==> config.mk <==
export PLATFORM = sky130hd
export DESIGN_NAME = ysyx_25020037_hzu
export DESIGN_NICKNAME = d
export VERILOG_FILES = /design/src/rtl/ysyx_25020037_hzu.sv
export SDC_FILE = /design/constraint.sdc
export NUM_CORES = 1
export LEC_CHECK = 0
export ABC_AREA = 1
export ABC_CLOCK_PERIOD_IN_PS = 3000
export BUFFER_PORTS_ARGS = -buffer_cell sky130_fd_sc_hd__buf_4
export CORE_UTILIZATION = 40
export CTS_CLUSTER_SIZE = 20
export DETAILED_ROUTE_END_ITERATION = 8
export PLACE_DENSITY = 0.59
export SLEW_MARGIN = 20
export SYNTH_ARGS = -nofsm -noshare
export SYNTH_HDL_FRONTEND = slang
export SYNTH_SLANG_ARGS = --single-unit
export TNS_END_PERCENT = 5
==> constraint.sdc <==
create_clock -name clk -period 3 [get_ports clk]
set_input_delay 0.6 -clock clk [delete_from_list [all_inputs] [get_ports clk]]
set_output_delay 0.6 -clock clk [all_outputs]
set_load 0.005 [all_outputs]
==> src/rtl/ysyx_25020037_hzu.sv <==
// Hazard/scoreboard controller between decode and execute: tracks in-flight GPR/CSR
// writes, stalls decode on RAW/WAW/capacity hazards and serialises fence.i/ebreak/ecall/mret.
module ysyx_25020037_hzu #(
  parameter int MAX_INFLIGHT = 4
) (
  input  logic        clk,
  input  logic        rst,
  input  logic        dec_valid,
  input  logic [3:0]  dec_rs1,
  input  logic [3:0]  dec_rs2,
  input  logic        dec_use_rs1,
  input  logic        dec_use_rs2,
  input  logic [3:0]  dec_rd,
  input  logic        dec_gpr_we,
  input  logic        dec_csr_rd,
  input  logic        dec_csr_we,
  input  logic        dec_serialize,
  input  logic        exu_ready,
  input  logic        retire_valid,
  input  logic [3:0]  retire_rd,
  input  logic        retire_gpr_we,
  input  logic        retire_csr_we,
  input  logic        kill_valid,
  input  logic [3:0]  kill_rd,
  input  logic        kill_gpr_we,
  input  logic        kill_csr_we,
  output logic        stall,
  output logic        issue_fire,
  output logic [15:0] busy_vec,
  output logic [2:0]  inflight_cnt,
  output logic        err
);

  typedef enum logic [1:0] {S_RUN, S_DRAIN, S_SER} state_t;

  state_t      r_state, w_state_nxt;
  logic [1:0]  r_pend [16];
  logic [1:0]  r_csr_pend;
  logic [2:0]  r_inflight;
  logic        r_err;

  logic [3:0]  w_pend_step [16];
  logic [3:0]  w_csr_step;
  logic [3:0]  w_inf_step;
  logic        w_uf;
  logic        w_raw, w_waw, w_csr, w_cap, w_fsm_stall;

  // Saturating counter step: returns {underflow, next[2:0]}; underflow clamps to 0.
  function automatic logic [3:0] step_cnt(input logic [2:0] cur, input logic inc,
                                          input logic dec_a, input logic dec_b);
    logic [3:0] up, dn, diff;
    up   = {1'b0, cur} + {3'b000, inc};
    dn   = {3'b000, dec_a} + {3'b000, dec_b};
    diff = up - dn;
    if (up < dn) return 4'b1000;
    return {1'b0, diff[2:0]};
  endfunction

  // Hazard detection uses registered counts only; a retire frees its hazard next cycle.
  always_comb begin
    // NOTE: every always_comb output gets a default first so no path leaves it
    // unassigned, which would otherwise infer a latch.
    w_raw       = 1'b0;
    w_fsm_stall = 1'b1;
    if (dec_use_rs1 && dec_rs1 != 4'd0 && r_pend[dec_rs1] != 2'd0) w_raw = 1'b1;
    if (dec_use_rs2 && dec_rs2 != 4'd0 && r_pend[dec_rs2] != 2'd0) w_raw = 1'b1;
    w_waw = dec_gpr_we && dec_rd != 4'd0 && r_pend[dec_rd] == 2'd3;
    w_csr = (dec_csr_rd || dec_csr_we) && r_csr_pend != 2'd0;
    w_cap = r_inflight == 3'(MAX_INFLIGHT);
    if (r_state == S_RUN) w_fsm_stall = dec_serialize && r_inflight != 3'd0;
    stall      = dec_valid && (w_raw || w_waw || w_csr || w_cap || w_fsm_stall);
    issue_fire = dec_valid && !stall && exu_ready;
  end

  always_comb begin
    w_state_nxt = r_state;
    unique case (r_state)
      S_RUN: begin
        if (dec_valid && dec_serialize) begin
          if (r_inflight != 3'd0) w_state_nxt = S_DRAIN;
          else if (issue_fire)    w_state_nxt = S_SER;
        end
      end
      S_DRAIN, S_SER: if (r_inflight == 3'd0) w_state_nxt = S_RUN;
      default: w_state_nxt = S_RUN;
    endcase
  end

  // Issue, retire and kill on the same counter are summed; x0 never matches.
  always_comb begin
    w_uf = 1'b0;
    for (int i = 0; i < 16; i++) begin
      w_pend_step[i] = step_cnt({1'b0, r_pend[i]},
                                issue_fire   && dec_gpr_we    && i != 0 && dec_rd    == 4'(i),
                                retire_valid && retire_gpr_we && i != 0 && retire_rd == 4'(i),
                                kill_valid   && kill_gpr_we   && i != 0 && kill_rd   == 4'(i));
      w_uf = w_uf | w_pend_step[i][3];
    end
    w_csr_step = step_cnt({1'b0, r_csr_pend}, issue_fire && dec_csr_we,
                          retire_valid && retire_csr_we, kill_valid && kill_csr_we);
    w_inf_step = step_cnt(r_inflight, issue_fire, retire_valid, kill_valid);
    w_uf = w_uf | w_csr_step[3] | w_inf_step[3];
  end

  always_ff @(posedge clk or posedge rst) begin
    if (rst) begin
      // NOTE: the pending-count array is small scoreboard state that must be empty
      // after reset, so unlike a data RAM every entry is reset.
      for (int i = 0; i < 16; i++) r_pend[i] <= 2'd0;
      r_csr_pend <= 2'd0;
      r_inflight <= 3'd0;
      r_state    <= S_RUN;
      r_err      <= 1'b0;
    end else begin
      // NOTE: non-blocking assignments so every register samples pre-edge values.
      for (int i = 0; i < 16; i++) r_pend[i] <= w_pend_step[i][1:0];
      r_csr_pend <= w_csr_step[1:0];
      r_inflight <= w_inf_step[2:0];
      r_state    <= w_state_nxt;
      r_err      <= r_err | w_uf;
    end
  end

  always_comb begin
    busy_vec = '0;
    for (int i = 1; i < 16; i++) busy_vec[i] = r_pend[i] != 2'd0;
  end

  assign inflight_cnt = r_inflight;
  assign err          = r_err;

endmodule

==> flow_summary.toml <==
[synth]
synth_top_area_share_pct = 22.2
synthTopCellsByArea = "dfrtp_1, ha_1, nand2_1"
yosys.cell_types.count = 34
async_flop_share_pct = 100
synth_cells = 603
yosysMostFrequentCell = "nand2_1"
synth_area_leader_cell = "dfrtp_1"
syn_nets = 725
syn-mean-instance-area_um2 = 7.10
yosys_warnings = 0
synth_common_cells = "nand2_1, inv_1, nor2_1"
netlist_area_um2 = 4280
ys_seq_elements = 38
synth_edf_count = 0
synth_ff_type = "dfrtp_1"
ys_seq_area_share_pct = 22.2

[timing]
tightest_slew_ps = 549
timing.hold.ws_ps = 427
tns_ps = -1430
rsz0062_at_grt = "true"
period_share_pct = 118
hold_viol = 0
fin_worst_skew_ps = 9.94
fin_ws_ps = -551
finalSetupViolations = 10
slew_headroom_pct = 63.4
drv_slew = 0
layout_min_cycle_time_ps = 3550
max_freq_ghz = 0.282

[setup_path]
critical_path_class = "reg2reg"
cp-end-kind = "flip-flop"
regToRegEndpoint = "err$_DFF_PP0_"
worst-path-max-fanout = 5
critical_path_arrival_ps = 3720
critPathRequiredTime_ps = 3170
critPathLaunchType = "flip-flop"
worstReg2RegStart = "r_pend[10]$_DFF_PP0_"
rrSetupSlack_ps = -550
r2r_cells = 19

[run]
cap_violations = 0

[floorplanning]
die_y_um = 105
die_x_um = 105
core_area_um2 = 10400
start_util_pct = 41.3
num_io_pins = 58
row_count = 37
dieArea_um2 = 11100

[final_layout]
layout-area-overhead-vs-synth_pct = 47.0
fillers = 979
antennaDiodeCount = 0
drive_gt1_share_pct = 33.8
num-nets-final = 932
final_area_um2 = 6300

[power_and_ir_drop]
vdd_drop_max_uv = 305
pwr-share-comb_pct = 58.6
switchingPower_uw = 1150
powerDensity_nw_per_um2 = 466
seqPwrFrac_pct = 25.8
intPower_uw = 1780
leakagePower_uw = 0.00361
clockPowerShare_pct = 15.6
p_sw_share_pct = 39.2

[placed_design]
hpwlAfterDp_mm = 11.3
place_congestion = 0.909
placement.cell_area_um2 = 5940
post-place-ws_ps = -1060
io_buffers = 56

[cts]
clock_latency_ps = 310
ctsHoldBuffers = 0
clk_pin_slew_ps = 90
cts-buffers-inserted = 5
htree_levels = 2
cts_sinks = 38
tritoncts = "built"
cts_buffer_depth = 2
root_buffer = "clkbuf_8"

[detailed_routing]
vias = 4615
wl_mm = 13.3
ant_nets = 0
drtIter0Drc = 273
route.detailed.drc = 0
wire_per_inst_um = 14.1
vias_per_cell = 4.87
firstDrtPassIters = 6

[outcome]
violations = "setup timing"
status = "finished, violations left"

[grt]
grt_pass1_vias = 4568
overflow = 0
grt_max_degree = 39
grt_pass1_wl_mm = 21.7
antenna_found_initial = 0
gr-usage-all-layers_pct = 25.3

[worst_hold_path]
hold_path.class = "in2async"
timing repair:
action                                  in CTS  in global routing
buffers inserted                             1                  6
resized for setup                           21                 35
pin swaps                                   13                 22
endpoints found under the hold margin        0                  0
endpoints found under the setup margin      19                 36
metrics by stage:
step,util (%),std cells,power [uW]
4_1_cts,59.2,941,2870
5_1_grt,60.7,947,3190
6_report,60.7,947,2940
2_1_floorplan,-,603,1470
3_5_place_dp,57.3,932,2380
3_3_place_gp,57.3,932,2350
critical path: stages, from the launching register on:
cell and delay (ps):
dfrtp_1 400, nor2_2 160, buf_6 120, nand2_1 40, nand3_1 80, nand3_1 60
nand2_1 70, nand2_2 80, a21oi_4 160, nand3_4 120, nor2_8 200, buf_6 130
nand3_4 90, nor2_4 150, ha_4 150, inv_2 40, fa_1 500, o31a_1 360
nor4_4 380, nand4_1 120
placed cells by master (no fill, tap or decap), types with 2 or more instances in the layout:
cell	instances
inv_1	105
buf_6	2
fa_1	17
o21ai_1	6
nand2_2	7
o21a_1	6
o211ai_1	2
nor3b_1	2
nor2_4	5
a21boi_0	2
a21oi_1	14
clkinv_2	2
nor2_2	13
buf_12	2
nor2_1	86
o31a_1	11
nand2_1	124
xnor2_1	4
nand3_4	5
o21ai_0	4
buf_4	203
nand3_1	42
clkbuf_8	5
ha_2	6
nand4_1	4
dfrtp_1	38
inv_2	13
ha_1	62
final cells by class:
class	instances	area, um2	share of cell area [%]
multi-input cells	439	3040	48.2
repair buffers	207	1590	25.2
flip-flops and latches	38	951	15.1
inverters	119	447	7.09
well taps	136	170	2.70
clock buffers	5	68.8	1.09
clock inverters	3	40.0	0.636
metal layers:
metal / wire length [um] / part of all wire (%) / global-route usage [%]
met2: 6190 / 46 / 43.2
met4: 344 / 2.6 / 8.83
met3: 763 / 5.7 / 3.46
met1: 6020 / 45 / 32.8
met5: 0 / 0 / 0
power by group through the flow:
stage	Clock [uW]	Sequential, uW	Combinational, uW
2_1_floorplan	0	728	740
3_3_place_gp	0	756	1600
3_5_place_dp	0	758	1620
4_1_cts	469	749	1650
5_1_grt	490	772	1930
6_report	459	759	1720
state kept, by name (all words and copies together) (netlist names):
| signal | flops |
|---|---|
| r_pend | 30 |
| inflight_cnt | 3 |
| r_csr_pend | 2 |
| r_state | 2 |
| err | 1 |
how the worst max path moves through the flow:
stage	start	endpoint	depth (start not counted)
after global placement	dec_rd[0]	err$_DFF_PP0_	20
after CTS	r_pend[11]$_DFF_PP0_	err$_DFF_PP0_	18
after floorplan	dec_rs2[0]	err$_DFF_PP0_	18
after detailed placement	dec_rd[0]	err$_DFF_PP0_	20
final	r_pend[10]$_DFF_PP0_	err$_DFF_PP0_	19
after global routing	r_pend[22]$_DFF_PP0_	err$_DFF_PP0_	20
logic make-up after synthesis:
group                    Yosys count  share of synthesized area [%]
AND/OR/NAND/NOR                  297                           29.3
buffers and inverters            126                           11.6
adder cells (fa/ha/maj)           86                           28.1
AO/OA/AOI/OAI                     49                           7.51
flip-flops                        38                           22.2
XOR/XNOR                           6                           1.23
other                              1                         0.0875
No activity file was read; power rests on OpenSTA's default activity.
